File: config.mk
export PLATFORM = sky130hd
export DESIGN_NAME = pcpi_mem_arbiter
export DESIGN_NICKNAME = d
export VERILOG_FILES = /design/src/rtl/pcpi_mem_pkg.sv /design/src/rtl/pcpi_mem_arbiter.sv
export SDC_FILE = /design/constraint.sdc
export NUM_CORES = 1
export LEC_CHECK = 0
export ABC_AREA = 1
export BUFFER_PORTS_ARGS = -buffer_cell sky130_fd_sc_hd__buf_2
export CORE_AREA = 4 4 119 121
export DETAILED_ROUTE_END_ITERATION = 12
export DIE_AREA = 0 0 123 125
export SETUP_SLACK_MARGIN = 0.1
export SYNTH_ARGS = -nofsm -noshare
export SYNTH_HDL_FRONTEND = slang
export SYNTH_SLANG_ARGS = --single-unit
export TNS_END_PERCENT = 30
File: constraint.sdc
create_clock -name clk -period 2 [get_ports clk]
set_input_delay 0.4 -clock clk [delete_from_list [all_inputs] [get_ports clk]]
set_output_delay 0.4 -clock clk [all_outputs]
set_load 0.1 [all_outputs]
File: src/rtl/pcpi_mem_pkg.sv
// Shared types and constants for the PicoRV32 / PCPI data-memory arbiter.
package pcpi_mem_pkg;

  typedef enum logic [1:0] {
    IDLE = 2'd0,
    GNT0 = 2'd1,
    GNT1 = 2'd2
  } arb_state_t;

  localparam logic M0 = 1'b0;
  localparam logic M1 = 1'b1;

  localparam logic [31:0] ABORT_RDATA = 32'hFFFF_FFFF;

endpackage

File: src/rtl/pcpi_mem_arbiter.sv
// Round-robin arbiter sharing one data-memory port between the core (M0) and the coprocessor LSU (M1).
// Optional grant watchdog enabled by defining ARB_TIMEOUT_EN.
module pcpi_mem_arbiter
  import pcpi_mem_pkg::*;
#(
  parameter int unsigned ADDR_W         = 32,
  parameter int unsigned DATA_W         = 32,
  parameter int unsigned TIMEOUT_CYCLES = 255
) (
  input  logic                clk,
  input  logic                resetn,
  input  logic                m0_valid,
  input  logic [ADDR_W-1:0]   m0_addr,
  input  logic [DATA_W-1:0]   m0_wdata,
  input  logic [DATA_W/8-1:0] m0_wstrb,
  output logic                m0_ready,
  output logic [DATA_W-1:0]   m0_rdata,
  input  logic                m1_valid,
  input  logic [ADDR_W-1:0]   m1_addr,
  input  logic [DATA_W-1:0]   m1_wdata,
  input  logic [DATA_W/8-1:0] m1_wstrb,
  output logic                m1_ready,
  output logic [DATA_W-1:0]   m1_rdata,
  output logic                s_valid,
  output logic [ADDR_W-1:0]   s_addr,
  output logic [DATA_W-1:0]   s_wdata,
  output logic [DATA_W/8-1:0] s_wstrb,
  input  logic                s_ready,
  input  logic [DATA_W-1:0]   s_rdata,
  output logic [1:0]          grant_o,
  output logic                timeout_o
);

  arb_state_t  state, state_nxt;
  logic        last_grant, last_grant_nxt;
  logic        sel;
  logic        done;
  logic [DATA_W-1:0] rdata_mux;

  // Granted master: M1 only in GNT1, otherwise M0 (don't-care while idle).
  assign sel = (state == GNT1);

`ifdef ARB_TIMEOUT_EN
  localparam int unsigned CNT_W =
    ($clog2(TIMEOUT_CYCLES) > 8) ? $clog2(TIMEOUT_CYCLES) : 8;

  logic [CNT_W-1:0] cnt;
  logic             expired;

  // Cycles spent in the current grant; every grant is entered from IDLE, so clearing there suffices.
  always_ff @(posedge clk or negedge resetn) begin
    if (!resetn) begin
      cnt <= '0;
    end else if (state == IDLE) begin
      cnt <= '0;
    end else begin
      cnt <= cnt + CNT_W'(1);
    end
  end

  assign expired = (cnt == CNT_W'(TIMEOUT_CYCLES - 1));
`else
  logic unused_timeout_cfg;
  assign unused_timeout_cfg = ^(32'(TIMEOUT_CYCLES));
`endif

  // State and round-robin history.
  always_ff @(posedge clk or negedge resetn) begin
    if (!resetn) begin
      state      <= IDLE;
      last_grant <= M1;
    end else begin
      state      <= state_nxt;
      last_grant <= last_grant_nxt;
    end
  end

  // Next state, request mux and completion handling.
  always_comb begin
    state_nxt      = state;
    last_grant_nxt = last_grant;
    s_valid        = 1'b0;
    s_addr         = '0;
    s_wdata        = '0;
    s_wstrb        = '0;
    grant_o        = 2'b00;
    timeout_o      = 1'b0;
    done           = 1'b0;
    rdata_mux      = '0;

    case (state)
      IDLE: begin
        if (m0_valid && (!m1_valid || last_grant == M1)) begin
          state_nxt = GNT0;
        end else if (m1_valid) begin
          state_nxt = GNT1;
        end
      end

      GNT0, GNT1: begin
        grant_o = sel ? 2'b10 : 2'b01;
        s_valid = sel ? m1_valid : m0_valid;
        s_addr  = sel ? m1_addr  : m0_addr;
        s_wdata = sel ? m1_wdata : m0_wdata;
        s_wstrb = sel ? m1_wstrb : m0_wstrb;

        if (!s_valid) begin
          // Requester withdrew mid-grant: release without completing or rotating priority.
          state_nxt = IDLE;
        end else if (s_ready) begin
          done      = 1'b1;
          rdata_mux = s_rdata;
`ifdef ARB_TIMEOUT_EN
        end else if (expired) begin
          done      = 1'b1;
          rdata_mux = DATA_W'(ABORT_RDATA);
          s_valid   = 1'b0;
          timeout_o = 1'b1;
`endif
        end

        if (done) begin
          last_grant_nxt = sel;
          state_nxt      = IDLE;
        end
      end

      default: state_nxt = IDLE;
    endcase
  end

  assign m0_ready = done && !sel;
  assign m1_ready = done && sel;
  assign m0_rdata = m0_ready ? rdata_mux : '0;
  assign m1_rdata = m1_ready ? rdata_mux : '0;

endmodule

==> implementation parameters <==
Parameter                              Value

Setup path
  Worst Path Max Fanout    13
  Slowest cell on the critical path    sky130_fd_sc_hd__dfrtp_1
  Critical Path End Type    output port
  Worst Path Required    between 1500 and 2000 ps
  Element type at the critical path start    flip-flop
  Gate family responsible for the most delay along the worst path    buffers and inverters
  Crit path cell chain    buf_6, ha_4, buf_6, buf_12, nand3_4, clkbuf_16, nor2_4, buf_12
  Largest stage delay on the critical path    390 ps
  WS Path Type    flip-flop to output port
  Worst Path Buf+Inv    5
  Worst EP arrival    1900 ps

Floorplanning
  Area enclosed by the die boundary    15380 um2
  Die Span Y    around 130 um
  Core Footprint    between 10000 and 15000 um2
  # rows    42
  Initial core utilization    0.1365
  Top-level port count    311
  Width of the die    123 um

Global routing
  First-pass GRT wire length    ~20000 um
  Remaining Overflow, GRT    0
  Antenna violations before repair    0
  Pin count of the biggest net entering global routing    39
  Number of global-route vias before repair    between 3k and 4k
  All-layer global routing usage    0.1619

Clock tree
  Clk slew on worst S/H paths    30 ps
  Maximum buffer depth of the clock tree    2
  Clock tree from TritonCTS    yes
  Level count of the clock H-tree    1
  Clock Latency Late Sink    230 ps
  CTS sink cnt    3
  Cts bufs inserted    3
  Root buffer cell    sky130_fd_sc_hd__clkbuf_16

Outcome
  Violated checks    negative setup slack
  Result of the run    finished with violations

Drt
  Total routed wirelength    13950 um
  Number of detailed-routing iterations run before antenna repair    4
  Remaining routing DRC violations    0
  ANT nets after route    0
  Number of vias in the routed layout    3628
  Avg WL per Cell    16.06 um
  Vias per Instance    4.175
  Number of violations reported at the end of detailed-routing iteration 0    81

Yosys
  Yosys warns    0
  Mapped Nets    545
  Netlist Area Pre-Place    about 1800 um2
  Synthesized instance count    around 370
  Ranking of synthesized cells by area    sky130_fd_sc_hd__nor2_1 (36%), sky130_fd_sc_hd__o21ai_0 (18%), sky130_fd_sc_hd__nor2_2 (9.8%)
  Syn Area/Cell    4.839 um2
  Total of flip-flops plus latches after synthesis    3
  Post-synthesis sequential area ratio    0.04275
  Area share of the leading cell type in the synthesized netlist    0.3637
  Biggest area consumer among synthesized cells    sky130_fd_sc_hd__nor2_1
  Synth cell types    23

Worst hold path
  Worst hold-check path type    flip-flop to flip-flop

Timing
  Worst Skew    0.2588 ps
  Count of endpoints failing hold in the final timing report    0
  Post-Route Hold Slack    462.9 ps
  Period Utilization, post-route    1.150
  Final worst slack    -299.2 ps
  Setup repair after global routing missed its margin    true
  Max Clock Freq    434.9 MHz
  Pins Over Slew Limit    0
  Total of endpoints with negative setup slack in the final report    134
  Total negative slack for setup checks    -30450 ps
  Min Tclk post-route    about 2300 ps

Finish
  Number of antenna repair diodes    0
  Area growth from synthesis to layout    294.6%
  Share of the core filled with cells    0.5384
  FILL cells    between 1k and 1.5k
  Total number of nets in the final design    just under 900
  Layout cell share with drive strength beyond 1    0.7605

Run
  Maximum capacitance violations    0

Placed design
  Final GP Congestion    0.7870
  DP HPWL    10140 um
  PortBufs    just over 300
-- cells by family (layout without fill, tap and decap cells) --
logic type,after synthesis,in the layout,synth area share
other,1,1,0.002100
flip-flops,3,3,0.04275
buffers and inverters,72,396,0.2004
AND/OR/NAND/NOR,220,220,0.5361
adder cells (fa/ha/maj),3,3,0.02103
AO/OA/AOI/OAI,70,70,0.1976
-- cell type report --
type                    instances  area [um2]  area share
clock buffers                   4       78.83     0.01119
inverters                      42       173.9     0.02468
multi-input cells             294        2161      0.3067
flip-flops and latches          3       76.32     0.01083
well taps                     176       220.2     0.03126
repair buffers                350        4335      0.6153
-- registers in the layout, summed over array words and instances, names as in the netlist --
signal and cells:
state 2, last_grant 1
-- cells in the mapped netlist (all sizes together) --
cell    instances
nand3           6
o21ai          68
a21oi           1
a21boi          1
conb            1
nor2          203
dfstp           1
ha              3
dfrtp           2
clkbuf         12
nand2          11
inv            42
buf            18
-- worst paths after layout --
path	from	endpoint	slack (ps)	depth (start not counted)
max	state[1]$_DFFE_PN0P_	m1_rdata[17]	-300	8
min	last_grant$_DFFE_PN1N_	last_grant$_DFFE_PN1N_	460	2
max reg2reg	state[1]$_DFFE_PN0P_	state[1]$_DFFE_PN0P_	420	10
min reg2reg	last_grant$_DFFE_PN1N_	last_grant$_DFFE_PN1N_	460	2
max in group asynchronous	resetn	last_grant$_DFFE_PN1N_	1290	2
min in group asynchronous	resetn	state[0]$_DFFE_PN0P_	510	2
-- metal layers --
layer | vias up | GRT usage | share of wire
met2 | 196 | 0.3139 | 0.54
met3 | 16 | 0.03704 | 0.097
met4 | 0 | 0.03583 | 0.016
met5 | - | 0 | 0
met1 | 1635 | 0.1745 | 0.35
li1 | 1781 | - | -
-- stage by stage --
| stage | std cells | worst slack (ps) | area [um2] |
|---|---|---|---|
| 2_1_floorplan | 369 | -576.4 | 2456 |
| 3_3_place_gp | 839 | -41.02 | 6228 |
| 3_5_place_dp | 839 | -86.80 | 6228 |
| 4_1_cts | 858 | -279.7 | 6730 |
| 5_1_grt | 869 | -380.1 | 7046 |
| 6_report | 869 | -299.2 | 7046 |
-- placed cells by master (no fill, tap or decap), types with 2 or more instances in the layout --
cell type                   instances
sky130_fd_sc_hd__ha_4               2
sky130_fd_sc_hd__nand2_1            9
sky130_fd_sc_hd__nor2_2            69
sky130_fd_sc_hd__nand3_4            2
sky130_fd_sc_hd__buf_6              9
sky130_fd_sc_hd__dfrtp_1            2
sky130_fd_sc_hd__o21ai_4            3
sky130_fd_sc_hd__o21ai_1           11
sky130_fd_sc_hd__nor2_4            83
sky130_fd_sc_hd__clkbuf_16          9
sky130_fd_sc_hd__buf_4              7
sky130_fd_sc_hd__o21ai_0           48
sky130_fd_sc_hd__o21ai_2            6
sky130_fd_sc_hd__inv_1             36
sky130_fd_sc_hd__buf_16             8
sky130_fd_sc_hd__nand3_1            4
sky130_fd_sc_hd__nor2_1            50
sky130_fd_sc_hd__nand2_4            2
sky130_fd_sc_hd__buf_12           145
sky130_fd_sc_hd__buf_2            173
sky130_fd_sc_hd__inv_2              4
-- repair_timing --
action,in CTS,in global routing
hold buffers,1,0
endpoints found under the hold margin,2,0
cloned,8,7
buffers inserted,6,5
resized for setup,31,52
endpoints found under the setup margin,135,136
pin swaps,28,37
-- worst register-to-register path, stage by stage, from the launching register on --
cell and delay, ps:
sky130_fd_sc_hd__dfrtp_1 390, sky130_fd_sc_hd__inv_2 70, sky130_fd_sc_hd__ha_4 300, sky130_fd_sc_hd__buf_4 120, sky130_fd_sc_hd__buf_12 140, sky130_fd_sc_hd__inv_1 50, sky130_fd_sc_hd__nor2_1 90, sky130_fd_sc_hd__nand3_1 120
sky130_fd_sc_hd__nand2_1 100, sky130_fd_sc_hd__nand2_1 60, sky130_fd_sc_hd__nand2_1 60
Power is not shown: default switching activity piles up to over one toggle a cycle in this logic, so the estimate is an artifact.
